`src/rtl/pipe_skid_reg_if.sv`:
```
// pipe_skid_reg_if: valid/ready handshake bundle for the skid pipeline register
interface pipe_skid_reg_if #(parameter int DLEN = 32);
  logic            s_valid;
  logic            s_ready;
  logic [DLEN-1:0] s_data;
  logic            m_valid;
  logic            m_ready;
  logic [DLEN-1:0] m_data;
  logic [1:0]      occupancy;
  modport master(output s_valid, s_data, m_ready, input s_ready, m_valid, m_data, occupancy);
  modport slave(input s_valid, s_data, m_ready, output s_ready, m_valid, m_data, occupancy);
endinterface

```
`src/rtl/pipe_skid_reg.sv`:
```
// pipe_skid_reg: elastic pipeline register with one-entry skid buffer, fully registered handshake
module pipe_skid_reg #(parameter int DLEN = 32) (
  input logic             clk,
  input logic             rst_n,
  input logic             flush,
  pipe_skid_reg_if.slave  bus
);
  localparam logic [1:0] EMPTY = 2'd0;
  localparam logic [1:0] HALF  = 2'd1;
  localparam logic [1:0] FULL  = 2'd2;
  logic [1:0]      state, state_nxt;
  logic [DLEN-1:0] main, skid;
  logic            in_xfer, out_xfer;
  assign bus.m_valid   = state != EMPTY;
  assign bus.s_ready   = state != FULL;
  assign bus.m_data    = main;
  assign bus.occupancy = state;
  assign in_xfer       = bus.s_valid & bus.s_ready;
  assign out_xfer      = bus.m_valid & bus.m_ready;
  // next occupancy: +1 on accept-only, -1 on drain-only, unchanged otherwise
  always_comb begin
    state_nxt = state;
    if (in_xfer & ~out_xfer)
      state_nxt = state == EMPTY ? HALF : FULL;
    else if (out_xfer & ~in_xfer)
      state_nxt = state == FULL ? HALF : EMPTY;
  end
  // state and payload registers; flush empties without touching data so nothing goes X
  always_ff @(posedge clk or negedge rst_n) begin
    if (!rst_n) begin
      state <= EMPTY;
      main  <= '0;
      skid  <= '0;
    end else if (flush) begin
      state <= EMPTY;
    end else begin
      state <= state_nxt;
      if (in_xfer & (state == EMPTY | out_xfer))
        main <= bus.s_data;
      else if (state == FULL & out_xfer)
        main <= skid;
      if (in_xfer & state == HALF & ~out_xfer)
        skid <= bus.s_data;
    end
  end
endmodule
```
`src/flat_wrapper.sv`:
```
// flat-port wrapper written by rule: the top's interface ports become plain ports
module pipe_skid_reg_flat 
#(parameter int DLEN = 32)
  (clk, rst_n, flush, bus_s_valid, bus_s_data, bus_m_ready, bus_s_ready, bus_m_valid, bus_m_data, bus_occupancy);
  pipe_skid_reg_if #(.DLEN(DLEN)) bus_i ();
  input logic clk;
  input logic rst_n;
  input logic flush;
  input wire logic [$bits(bus_i.s_valid)-1:0] bus_s_valid;
  input wire logic [$bits(bus_i.s_data)-1:0] bus_s_data;
  input wire logic [$bits(bus_i.m_ready)-1:0] bus_m_ready;
  output wire logic [$bits(bus_i.s_ready)-1:0] bus_s_ready;
  output wire logic [$bits(bus_i.m_valid)-1:0] bus_m_valid;
  output wire logic [$bits(bus_i.m_data)-1:0] bus_m_data;
  output wire logic [$bits(bus_i.occupancy)-1:0] bus_occupancy;
  assign bus_i.s_valid = bus_s_valid;
  assign bus_i.s_data = bus_s_data;
  assign bus_i.m_ready = bus_m_ready;
  assign bus_s_ready = bus_i.s_ready;
  assign bus_m_valid = bus_i.m_valid;
  assign bus_m_data = bus_i.m_data;
  assign bus_occupancy = bus_i.occupancy;
  pipe_skid_reg #(.DLEN(DLEN)) u_core (.clk(clk), .rst_n(rst_n), .flush(flush), .bus(bus_i));
endmodule
```
`config.mk`:
```
export PLATFORM = sky130hd
export DESIGN_NAME = pipe_skid_reg_flat
export DESIGN_NICKNAME = d
export VERILOG_FILES = /design/src/rtl/pipe_skid_reg_if.sv /design/src/rtl/pipe_skid_reg.sv /design/src/flat_wrapper.sv
export SDC_FILE = /design/constraint.sdc
export NUM_CORES = 1
export LEC_CHECK = 0
export BUFFER_PORTS_ARGS = -buffer_cell sky130_fd_sc_hd__buf_2
export CAP_MARGIN = 0
export CORE_AREA = 2 2 85 87
export DETAILED_ROUTE_END_ITERATION = 8
export DIE_AREA = 0 0 87 89
export GPL_TIMING_DRIVEN = 0
export PLACE_DENSITY = 0.7
export SLEW_MARGIN = 20
export SYNTH_ARGS = -nofsm -noshare
export SYNTH_HDL_FRONTEND = slang
export SYNTH_SLANG_ARGS = --single-unit
```
`constraint.sdc`:
```
create_clock -name clk -period 2.2 [get_ports clk]
set_clock_uncertainty 0.2 [all_clocks]
set_input_delay 0.11 -clock clk [delete_from_list [all_inputs] [get_ports clk]]
set_output_delay 0.11 -clock clk [all_outputs]
set_load 0.05 [all_outputs]
```
After elaboration in Yosys (flattened, before gate mapping)

Cells that the tools add are included.

Output and inout bits: 36
Register bits: 66
Input port bits: 37
Logic and storage cells: 31

Mux-type cells: 7
Equal/unequal tests: 3
Bitwise gates (word level): 12
Reductions and logical operators: 6

Operator list:

| operator                                             | count |
|---|---|
| two-way mux 32 bit                                   | 2 |
| AND 1 bit                                            | 8 |
| two-way mux 2 bit                                    | 4 |
| AND reduction 2 bit                                  | 2 |
| nonzero test 2 bit                                   | 2 |
| NOT 1 bit                                            | 3 |
| nonzero test 3 bit                                   | 1 |
| equality test 2 x 1 -> 1 bit (second input constant) | 1 |
| equality test 2 bit (second input constant)          | 1 |
| zero test 2 bit                                      | 1 |
| inequality test 2 bit (second input constant)        | 1 |
| two-way mux 1 bit                                    | 1 |
| OR 1 bit                                             | 1 |

Longest topological paths before layout

Gate-level depths: netlist of the first run.

Depth after elaboration: 7
Mapped depth: 6
Mapped depth without buffers: 4

Worst setup path after synthesis of the first run

No wires, ideal clock.

Path type: flip-flop to flip-flop
Start: register u_core.state[1], in the netlist u_core.bus.occupancy[1]
End: register u_core.main[10], in the netlist u_core.bus.m_data[10]
Period minus slack after synthesis: 2505 ps
Stages on the path, launching flop included: 6
Buffers on the path: 1
Data required time: 1875 ps
Arrival time: 2180 ps
Setup time: 125 ps
Setup slack: -305 ps
Cell sequence: dfrtp_1 > or2_1 > a21bo_2 > buf_6 > mux2_4 > mux2_4

Word-level cells in the longest chain between the ends: 6
Elaborated cells between the ends (all ways): 12
Classes of those cells: eq/ne: 2; mux: 1; bitwise: 5; reduce/logical: 4

RTL lines:

| item                                 | RTL line            | source |
|---|---|---|
| from (decl)                          | pipe_skid_reg.sv:11 | `logic [1:0] state, state_nxt;` |
| from (signal assigned)               | pipe_skid_reg.sv:37 | `state <= state_nxt;` |
| nonzero test 2 bit *                 | pipe_skid_reg.sv:14 | `assign bus.m_valid = state != EMPTY;` |
| named net bus_m_valid                | flat_wrapper.sv:13  | `output wire logic [$bits(bus_i.m_valid)-1:0] bus_m_valid;` |
| AND 1 bit *                          | pipe_skid_reg.sv:19 | `assign out_xfer = bus.m_valid & bus.m_ready;` |
| OR 1 bit                             | pipe_skid_reg.sv:38 | `if (in_xfer & (state == EMPTY \| out_xfer))` |
| AND 1 bit                            | pipe_skid_reg.sv:38 |  |
| nonzero test 2 bit (no source line)  | n/a                 |  |
| AND reduction 2 bit (no source line) | n/a                 |  |
| to (signal assigned)                 | pipe_skid_reg.sv:39 | `main <= bus.s_data;` |
| to (signal assigned)                 | pipe_skid_reg.sv:41 | `main <= skid;` |
| to (decl)                            | pipe_skid_reg.sv:12 | `logic [DLEN-1:0] main, skid;` |

The timed path passes the listed nets; every way through them passes the cells marked *.
A chain may end at the register's enable or synchronous reset.

Worst setup path after layout of the first run

Start: register u_core.state[1], in the netlist u_core.bus.occupancy[1]
End: register u_core.main[22], in the netlist u_core.bus.m_data[22]

Word-level cells in the longest chain between the ends: 6
Elaborated cells between the ends (all ways): 12
Classes of those cells: eq/ne: 2; mux: 1; bitwise: 5; reduce/logical: 4

RTL lines:

| item                                 | RTL line |
|---|---|
| nonzero test 2 bit                   | pipe_skid_reg.sv:14 |
| AND 1 bit                            | pipe_skid_reg.sv:19 |
| OR 1 bit                             | pipe_skid_reg.sv:38 |
| AND 1 bit                            | pipe_skid_reg.sv:38 |
| nonzero test 2 bit (no source line)  | n/a |
| AND reduction 2 bit (no source line) | n/a |

Several ways; a longest one is shown, not always the timed one.

==> results of run 1 <==
where the power goes:
group / switching [W] / leakage [nW] / internal, W
logic: 0.00111 / 1.18 / 0.000836
registers: 0.000204 / 0.807 / 0.00160
clock network: 0.000441 / 0.0962 / 0.000546
total: 0.00176 / 2.08 / 0.00298
layout by cell type, fill, tap and decap left out, types with 3 or more instances in the layout:
master         count
mux2_4            60
buf_2             74
dlygate4sd3_1     37
nor2_1             3
nand2_1            3
buf_4              4
dfrtp_1           64
mux2_2            34
buf_6              3
clkbuf_8          10
cell type report:
cell class              count  area, um^2  share of cell area [%]
well taps                  80         100                    2.39
clock buffers              12         145                    3.47
clock inverters             3        40.0                   0.957
repair buffers            110         753                    18.0
multi-input cells         111        1410                    33.7
inverters                   1        3.75                  0.0897
flip-flops and latches     66        1650                    39.5
plain buffers              10        76.3                    1.82
sequential cells by signal, indices dropped and copies added, names as in the netlist:
signal                flops
u_core.bus.m_data        32
u_core.bus.occupancy      2
u_core.skid              32
metrics by stage:
stage                     instance area [um^2]  instances  setup slack [ns]  total power (W)  hold slack [ns]
after floorplan                           3140        188            0.0374          0.00331           -0.386
after global placement                    3600        340             0.110          0.00368            0.123
after detailed placement                  3620        341            0.0922          0.00373           -0.112
after CTS                                 4180        393            0.0750          0.00478           0.0256
after global routing                      4180        393            0.0515          0.00498           0.0908
final                                     4180        393             0.165          0.00474           0.0536
Yosys cell counts, drive strengths merged:
master and count:
nor2b 1, or2 1, buf 9, nand2b 1, a21oi 1, nor4 1, nand2 3, clkbuf 1
inv 1, maj3 1, o21ai 1, mux2i 1, a21bo 1, nor2 3, dfrtp 66, mux2 96
logic make-up (layout without fill, tap and decap cells):
logic type      count (synthesis)  count (layout)  synth area share (%)
simple gates                   10              10                  1.72
fa+ha+maj                       1               1                 0.320
mux                            97              97                  42.0
flops                          66              66                  52.7
buf+inv                        11             136                  2.56
compound gates                  3               3                 0.639
per-layer routing:
metal / track usage [%] / wire length (um) / vias to the layer above
met5: 0 / 0 / -
met4: 7.67 / 96 / 0
met3: 3.88 / 215 / 7
met2: 27.8 / 2970 / 51
met1: 21.8 / 2830 / 988
li1: - / - / 907
worst reg2reg max path, cell delays in order, from the launching register on:
cell,delay (ns)
dfrtp_2,0.47
or2_4,0.25
a21bo_2,0.26
buf_6,0.19
mux2_4,0.31
mux2_4,0.26
final timing paths:
| kind | cells past startpoint | slack (ns) | end |
|---|---|---|---|
| setup / recovery | 5 | 0.17 | u_core.bus.m_data[22] |
| hold / removal | 5 | 0.05 | u_core.bus.occupancy[0] |
| setup reg to reg | 5 | 0.17 | u_core.bus.m_data[22] |
| hold reg to reg | 1 | 0.29 | u_core.skid[4] |
| max in group asynchronous | 3 | 1.17 | u_core.bus.occupancy[0] |
| min in group asynchronous | 2 | 0.07 | u_core.bus.m_data[11] |
timing repair:
action                                 4_1_cts  5_1_grt
gates resized for setup                      0        1
hold buffers                                37        0
endpoints found under the hold margin      132        0
setup endpoints to repair                    0        2
==> run_results.csv, run 1 <==
group,metric,value,unit
status,outcome,"finished, final reports clean",
floorplan,die_y,89,um
yosys,ys.warnings.count,0,
floorplan,die_area,7740,um^2
place,dp_hpwl,3960,um
route,wl,6120,um
critical_path,crit_start,"u_core.bus.occupancy[1]",
global_routing,first_global_vias,2016,
layout,fillers,516,
layout,fin_util,62.3,%
sta,maxSlewViolCount,0,
global_routing,grt_max_degree,35,
cts,ctsRootBufferMaster,"clkbuf_8",
cts,cts-htree-levels,3,
yosys,synth.ff_latch_count,66,
cts,clk_latency,0.34,ns
sta,setup_viol,0,
cts,cts_setup_buffers,0,
floorplan,start_util,46.6,%
yosys,synth_area_leaders,"dfrtp_1, mux2_4, mux2_2, buf_6, buf_4",
floorplan,fp-row-count,30,
critical_path,crit_top_cell,"mux2_4",
route,drt-initial-drc-count,66,
critical_path,crit_slowest_cell,"dfrtp_2",
cts,clkSinkCount,66,
global_routing,grt_pass1_wl,9930,um
sta,finalWorstPathRequiredPeriod,2.03,ns
critical_path,critPathRequiredTime,2.22,ns
route,vias_per_cell,4.97,
floorplan,io-pin-count,73,
sta,hold_viol,0,
floorplan,dieWidth,87,um
critical_path,crit_arrival,2.06,ns
layout,drive_gt1_share,62.3,%
layout,diodes,0,
sta,rsz0062_at_grt,"no",
critical_path,worst-path-buf-inv,1,
route,drt_first_pass_iters,4,
route,vias,1953,
sta,fin_crit_sh,92.5,%
run,maxCapViolations,0,
sta,max_slew_margin,69.9,%
sta,tightest_slew,0.451,ns
critical_path,regToRegStartpoint,"u_core.bus.occupancy[1]",
yosys,synth_area,3130,um^2
power,leakagePower,2.08,nW
place,portBuffers,72,
global_routing,gr-usage-all-layers,17.1,%
route,drc_errors,0,
yosys,syn_area_per_cell,16.7,um^2
layout,synthToLayoutAreaGrowth,33.6,%
min_path,hp-start,"bus_m_ready",
layout,nNetsFinal,346,
cts,cts_tree,"built",
yosys,synthCells,188,
min_path,hold_path_class,"in -> reg",
cts,cts.reportedPaths.clkPinSlew,0.07,ns
sta,fmaxAchievable,492,MHz
global_routing,grt_antenna_before_repair,0,
critical_path,cp_top_family,"multiplexers",
place,gp_congestion,0.735,
critical_path,critPathCaptureType,"register",
yosys,synth.distinct_cells,20,
route,ant_nets,0,
power,power_density,1130,nW/um^2
sta,setup-tns-final,0,ns
yosys,yosys.area.top_type_share,52.7,%
critical_path,critical_path_class,"reg -> reg",
cts,cts_inserted_buffers,9,
global_routing,grt_overflow,0,
floorplan,core_area,6720,um^2
route,avgRoutedWirePerCell,15.6,um
critical_path,worst-path-max-fanout,10,
power,max-vdd-ir-drop,0.725,mV
cts,cts_max_path_buffers,2,
yosys,yosysSeqAreaShare,52.7,%
critical_path,cp-start-kind,"register",
critical_path,max_stage_delay,0.47,ns
yosys,synth_nets,225,
yosys,synth_top_cell_by_area,"dfrtp_1",
critical_path,worstPathCellList,"or2_4 > a21bo_2 > buf_6 > mux2_4 > mux2_4",
No activity file was read; power rests on OpenSTA's default activity.
==> inputs of run 2 (changes only) <==
Settings changed: CORE_AREA 2 2 85 87 to 2 2 88 90, DIE_AREA 0 0 87 89 to 0 0 90 92, PLACE_DENSITY 0.7 to 0.66.
==> run 2 against run 1 <==
Net effect:
- design area is 2.2% higher
- sequential share of layout area down 0.84 points
- final cell count up 5.9%
- clock power increased by 25%
- hold slack worse by 0.041 ns
- non-clock buffer count unchanged
- global-route usage fell by 1.4 points
- wire length decreased by 0.78%
- critical endpoint is now u_core.bus.m_data[9]
- largest cell class unchanged
==> run_results.csv, run 2 (same netlist as run 1, synthesis figures left out) <==
group,metric,value,unit
cts,cts_tree,"built",
layout,multi_input_area,1410,um^2
layout,nNetsFinal,346,
status,outcome,"finished, final reports clean",
cts,cts-htree-levels,3,
cts,cts_max_path_buffers,2,
cts,ctsRootBufferMaster,"clkbuf_8",
power,p_clk_share,24.7,%
sta,fmaxAchievable,496,MHz
critical_path,critical_path_class,"reg -> reg",
power,finalPower,0.00497,W
route,ant_nets,0,
critical_path,max_stage_delay,0.45,ns
place,portBuffers,72,
global_routing,grt_antenna_before_repair,0,
power,power_density,1160,nW/um^2
place,gp_congestion,0.702,
layout,drive_gt1_share,63.1,%
sta,fin_crit_sh,91.6,%
global_routing,grt_overflow,0,
floorplan,fp-row-count,32,
layout,synthToLayoutAreaGrowth,36.5,%
floorplan,die_y,92,um
critical_path,crit_arrival,2.04,ns
min_path,hold_path_class,"in -> async",
critical_path,critPathCaptureType,"register",
power,p_int,0.00318,W
critical_path,crit_slowest_cell,"dfrtp_2",
layout,regArea,1650,um^2
power,leakagePower,2.10,nW
sta,tightest_slew,0.371,ns
critical_path,critPathRequiredTime,2.22,ns
cts,clk_latency,0.33,ns
sta,setup_viol,0,
place,dp_hpwl,3950,um
layout,final_common_cell,"buf_2",
sta,max_slew_margin,75.1,%
critical_path,crit_top_cell,"mux2_4",
run,maxCapViolations,0,
critical_path,worst-path-max-fanout,10,
floorplan,io-pin-count,73,
global_routing,gr-usage-all-layers,15.6,%
power,power.share.combinational,39.2,%
route,drt_first_pass_iters,4,
power,p_switching,0.00178,W
power,max-vdd-ir-drop,0.553,mV
sta,finalWorstPathRequiredPeriod,2.01,ns
floorplan,die_area,8280,um^2
route,drt-initial-drc-count,51,
cts,cts_setup_buffers,0,
route,vias_per_cell,4.61,
route,avgRoutedWirePerCell,14.6,um
cts,clkSinkCount,66,
route,wl,6070,um
cts,cts.reportedPaths.clkPinSlew,0.08,ns
floorplan,start_util,42.1,%
power,p_seq_share,36.1,%
power,swShare,35.9,%
cts,cts_inserted_buffers,9,
sta,maxSlewViolCount,0,
global_routing,grt_max_degree,45,
floorplan,dieWidth,90,um
route,drc_errors,0,
critical_path,worstPathCellList,"or2_4 > a21bo_2 > buf_6 > mux2_4 > mux2_4",
layout,fillers,638,
global_routing,grt_pass1_wl,10000,um
global_routing,first_global_vias,2005,
sta,rsz0062_at_grt,"no",
critical_path,cp-start-kind,"register",
sta,setup-tns-final,0,ns
floorplan,core_area,7450,um^2
sta,hold_viol,0,
route,vias,1919,
layout,layout_common_cells,"buf_2, dfrtp_1, mux2_4",
layout,diodes,0,
[run 2: final timing paths]
path	cells after the start	start	endpoint	slack [ns]
worst min-delay path	2	rst_n	u_core.bus.m_data[11]	0.01
min in group clk	5	bus_m_ready	u_core.bus.occupancy[0]	0.06
worst max-delay path	5	u_core.bus.occupancy[0]	u_core.bus.m_data[9]	0.19
worst min register to register	1	u_core.skid[4]	u_core.skid[4]	0.30
worst max register to register	5	u_core.bus.occupancy[0]	u_core.bus.m_data[9]	0.19
max in group asynchronous	3	rst_n	u_core.bus.occupancy[0]	1.24
[run 2: power by group through the flow]
stage               sequential [W]  combinational (W)  clock (W)
global placement           0.00180            0.00188          0
global route               0.00185            0.00204    0.00131
detailed placement         0.00181            0.00192          0
floorplan                  0.00254           0.000769          0
CTS                        0.00180            0.00197    0.00127
finish                     0.00179            0.00195    0.00123
[run 2: routing by layer]
layer  vias to the layer above  share of wire, %  global-route usage, %
li1                        907                 -                      -
met4                         0               1.7                   6.15
met2                        54                49                   25.7
met1                       949                45                   19.6
met3                         9               4.3                   4.44
met5                         -                 0                      0
[run 2: timing repair]
action / in CTS / in global routing
setup endpoints to repair: 0 / 24
resized for setup: 0 / 1
hold buffers: 37 / 0
endpoints found under the hold margin: 132 / 0
[run 2: layout make-up]
cell class                 instances  share of cell area [%]
sequential                        66                    38.7
inverter                           1                  0.0878
buffer                            10                    1.79
clock buffer                       9                    2.90
multi-input combinational        111                    33.0
timing repair buffer             110                    17.8
tap                              102                    2.99
clock inverter                     7                    2.75
[run 2: through the flow]
stage	std cells	cell area, um^2	hold slack (ns)	worst slack (ns)	utilization (%)
after floorplan	188	3140	-0.386	0.0374	-
after global placement	362	3620	0.117	0.0535	48.7
after detailed placement	363	3650	-0.163	0.0273	49.1
after CTS	416	4270	0.00768	0.0260	57.3
after global routing	416	4280	0.0274	0.0572	57.4
final	416	4280	0.0130	0.186	57.4
[run 2: critical path, delay by kind of cell (launching register included)]
kind            cells  cell delay, ns
mux                 2            0.55
flops               1            0.45
simple gates        1            0.26
compound gates      1            0.25
buf+inv             1            0.18
==> inputs of run 3 (changes only) <==
Settings changed: CAP_MARGIN 0 to 20, CORE_AREA 2 2 88 90 to 2 2 80 82, DIE_AREA 0 0 90 92 to 0 0 82 84, PLACE_DENSITY 0.66 to 0.78.
==> run 3 against run 2 <==
Net effect:
- non-clock buffer count did not move
- flip-flop and latch count stayed put
- largest power group unchanged
- register-to-register slack worse by 0.03 ns
- clock power decreased by 8%
- maximum frequency decreased by 1.3%
- highest routed layer unchanged
- utilization increased by 12 points
- wire length fell by 1.6%
- hold slack improved by 0.013 ns
- largest cell class unchanged
- power down 1.5%
==> run_results.csv, run 3 (same netlist as run 1, synthesis figures left out) <==
group,metric,value,unit
global_routing,grt_overflow,0,
critical_path,critPathCaptureType,"register",
global_routing,grt_pass1_wl,9560,um
sta,maxSlewViolCount,0,
floorplan,io-pin-count,73,
place,gp_congestion,0.720,
floorplan,fp-row-count,29,
global_routing,met1_usage,21.9,%
sta,finalWorstPathRequiredPeriod,2.04,ns
power,max-vdd-ir-drop,0.618,mV
cts,ctsRootBufferMaster,"clkbuf_8",
sta,tightest_slew,0.504,ns
power,finalPower,0.00489,W
power,power_density,1160,nW/um^2
global_routing,grtUsageMet2,31.0,%
power,leakagePower,2.10,nW
cts,cts_max_path_buffers,2,
route,avgRoutedWirePerCell,15.3,um
status,outcome,"finished, final reports clean",
sta,hold_viol,0,
critical_path,crit_top_cell,"mux2_4",
min_path,hold_path_class,"in -> async",
cts,cts.reportedPaths.clkPinSlew,0.07,ns
critical_path,critPathRequiredTime,2.22,ns
cts,cts_inserted_buffers,9,
run,maxCapViolations,0,
global_routing,grt_antenna_before_repair,0,
layout,layout_common_cells,"buf_2, dfrtp_1, mux2_4",
layout,synthToLayoutAreaGrowth,34.3,%
layout,diodes,0,
place,dp_hpwl,3990,um
sta,fin_crit_sh,92.8,%
route,drt_first_pass_iters,4,
global_routing,gr-usage-all-layers,18.8,%
floorplan,start_util,51.4,%
layout,drive_gt1_share,62.3,%
critical_path,max_stage_delay,0.45,ns
route,drt-initial-drc-count,40,
route,vias,1925,
global_routing,top_usage_layer,"met2",
critical_path,worstPathCellList,"or2_4 > a21bo_2 > buf_6 > mux2_4 > mux2_4",
critical_path,cp-start-kind,"register",
global_routing,grt_max_degree,40,
place,portBuffers,72,
sta,fmaxAchievable,490,MHz
floorplan,die_y,84,um
layout,final_common_cell,"buf_2",
sta,rsz0062_at_grt,"no",
route,ant_nets,0,
layout,nNetsFinal,346,
cts,cts-htree-levels,3,
sta,max_slew_margin,66.1,%
route,vias_per_cell,4.94,
sta,setup-tns-final,0,ns
cts,clkSinkCount,66,
critical_path,worst-path-max-fanout,10,
floorplan,dieWidth,82,um
route,drc_errors,0,
global_routing,use_met3,5.74,%
route,wl,5970,um
cts,clk_latency,0.34,ns
critical_path,crit_slowest_cell,"dfrtp_2",
critical_path,critical_path_class,"reg -> reg",
critical_path,crit_arrival,2.06,ns
global_routing,first_global_vias,2055,
floorplan,core_area,6100,um^2
sta,setup_viol,0,
floorplan,die_area,6890,um^2
cts,cts_tree,"built",
[run 3: changes by cell type in the layout (fill, tap and decap cells not counted), sizes merged]
cell      before  now
bufinv         3    2
clkbuf        10   14
clkinv         1    0
clkinvlp       3    0
[run 3: routing by layer]
layer / vias to the layer above / wire, um
met4: 0 / 170
met2: 50 / 3050
li1: 905 / -
met3: 14 / 269
met5: - / 0
met1: 956 / 2480
[run 3: critical path, delay by kind of cell (launching register included)]
| family | cells | cell delay [ns] |
|---|---|---|
| DFF | 1 | 0.45 |
| muxes | 2 | 0.57 |
| buffers and inverters | 1 | 0.18 |
| and+or+nand+nor | 1 | 0.27 |
| AOI/OAI and AO/OA | 1 | 0.26 |
[run 3: path summary, 6_finish.rpt]
check | startpoint | depth (start not counted) | endpoint | slack (ns)
hold reg to reg | u_core.skid[31] | 1 | u_core.skid[31] | 0.31
hold / removal | rst_n | 2 | u_core.bus.occupancy[1] | 0.03
min in group clk | bus_m_ready | 5 | u_core.bus.occupancy[0] | 0.03
setup / recovery | u_core.bus.occupancy[0] | 5 | u_core.bus.m_data[2] | 0.16
max in group asynchronous | rst_n | 3 | u_core.skid[16] | 1.26
setup reg to reg | u_core.bus.occupancy[0] | 5 | u_core.bus.m_data[2] | 0.16
[run 3: timing repair]
action,in CTS,in global routing
endpoints found under the hold margin,132,0
hold buffers,37,0
buffers inserted,0,0
gates resized for setup,0,0
[run 3: layout make-up]
type	count	area [um^2]
plain buffers	10	76.3
clock buffers	13	159
clock inverters	2	60.1
fillers	445	1890
inverters	1	3.75
multi-input cells	111	1400
flip-flops and latches	66	1650
well taps	77	96.3
repair buffers	110	753
[run 3: metrics by stage]
stage	cell area, um^2	setup slack (ns)	utilization, %	hold WS (ns)	cells
CTS	4210	0.0994	69.0	0.0141	390
global route	4210	0.0749	69.0	0.0571	390
global placement	3590	0.172	58.9	0.120	337
finish	4210	0.158	69.0	0.0258	390
detailed placement	3620	0.115	59.3	-0.148	338
floorplan	3140	0.0374	-	-0.386	188
[run 3: where the power goes]
| group | leakage, nW | switching [W] | internal [W] | total, W |
|---|---|---|---|---|
| logic | 1.18 | 0.00112 | 0.000837 | 0.00196 |
| clock network | 0.110 | 0.000436 | 0.000695 | 0.00113 |
| registers | 0.807 | 0.000206 | 0.00160 | 0.00180 |
| total | 2.10 | 0.00176 | 0.00313 | 0.00489 |
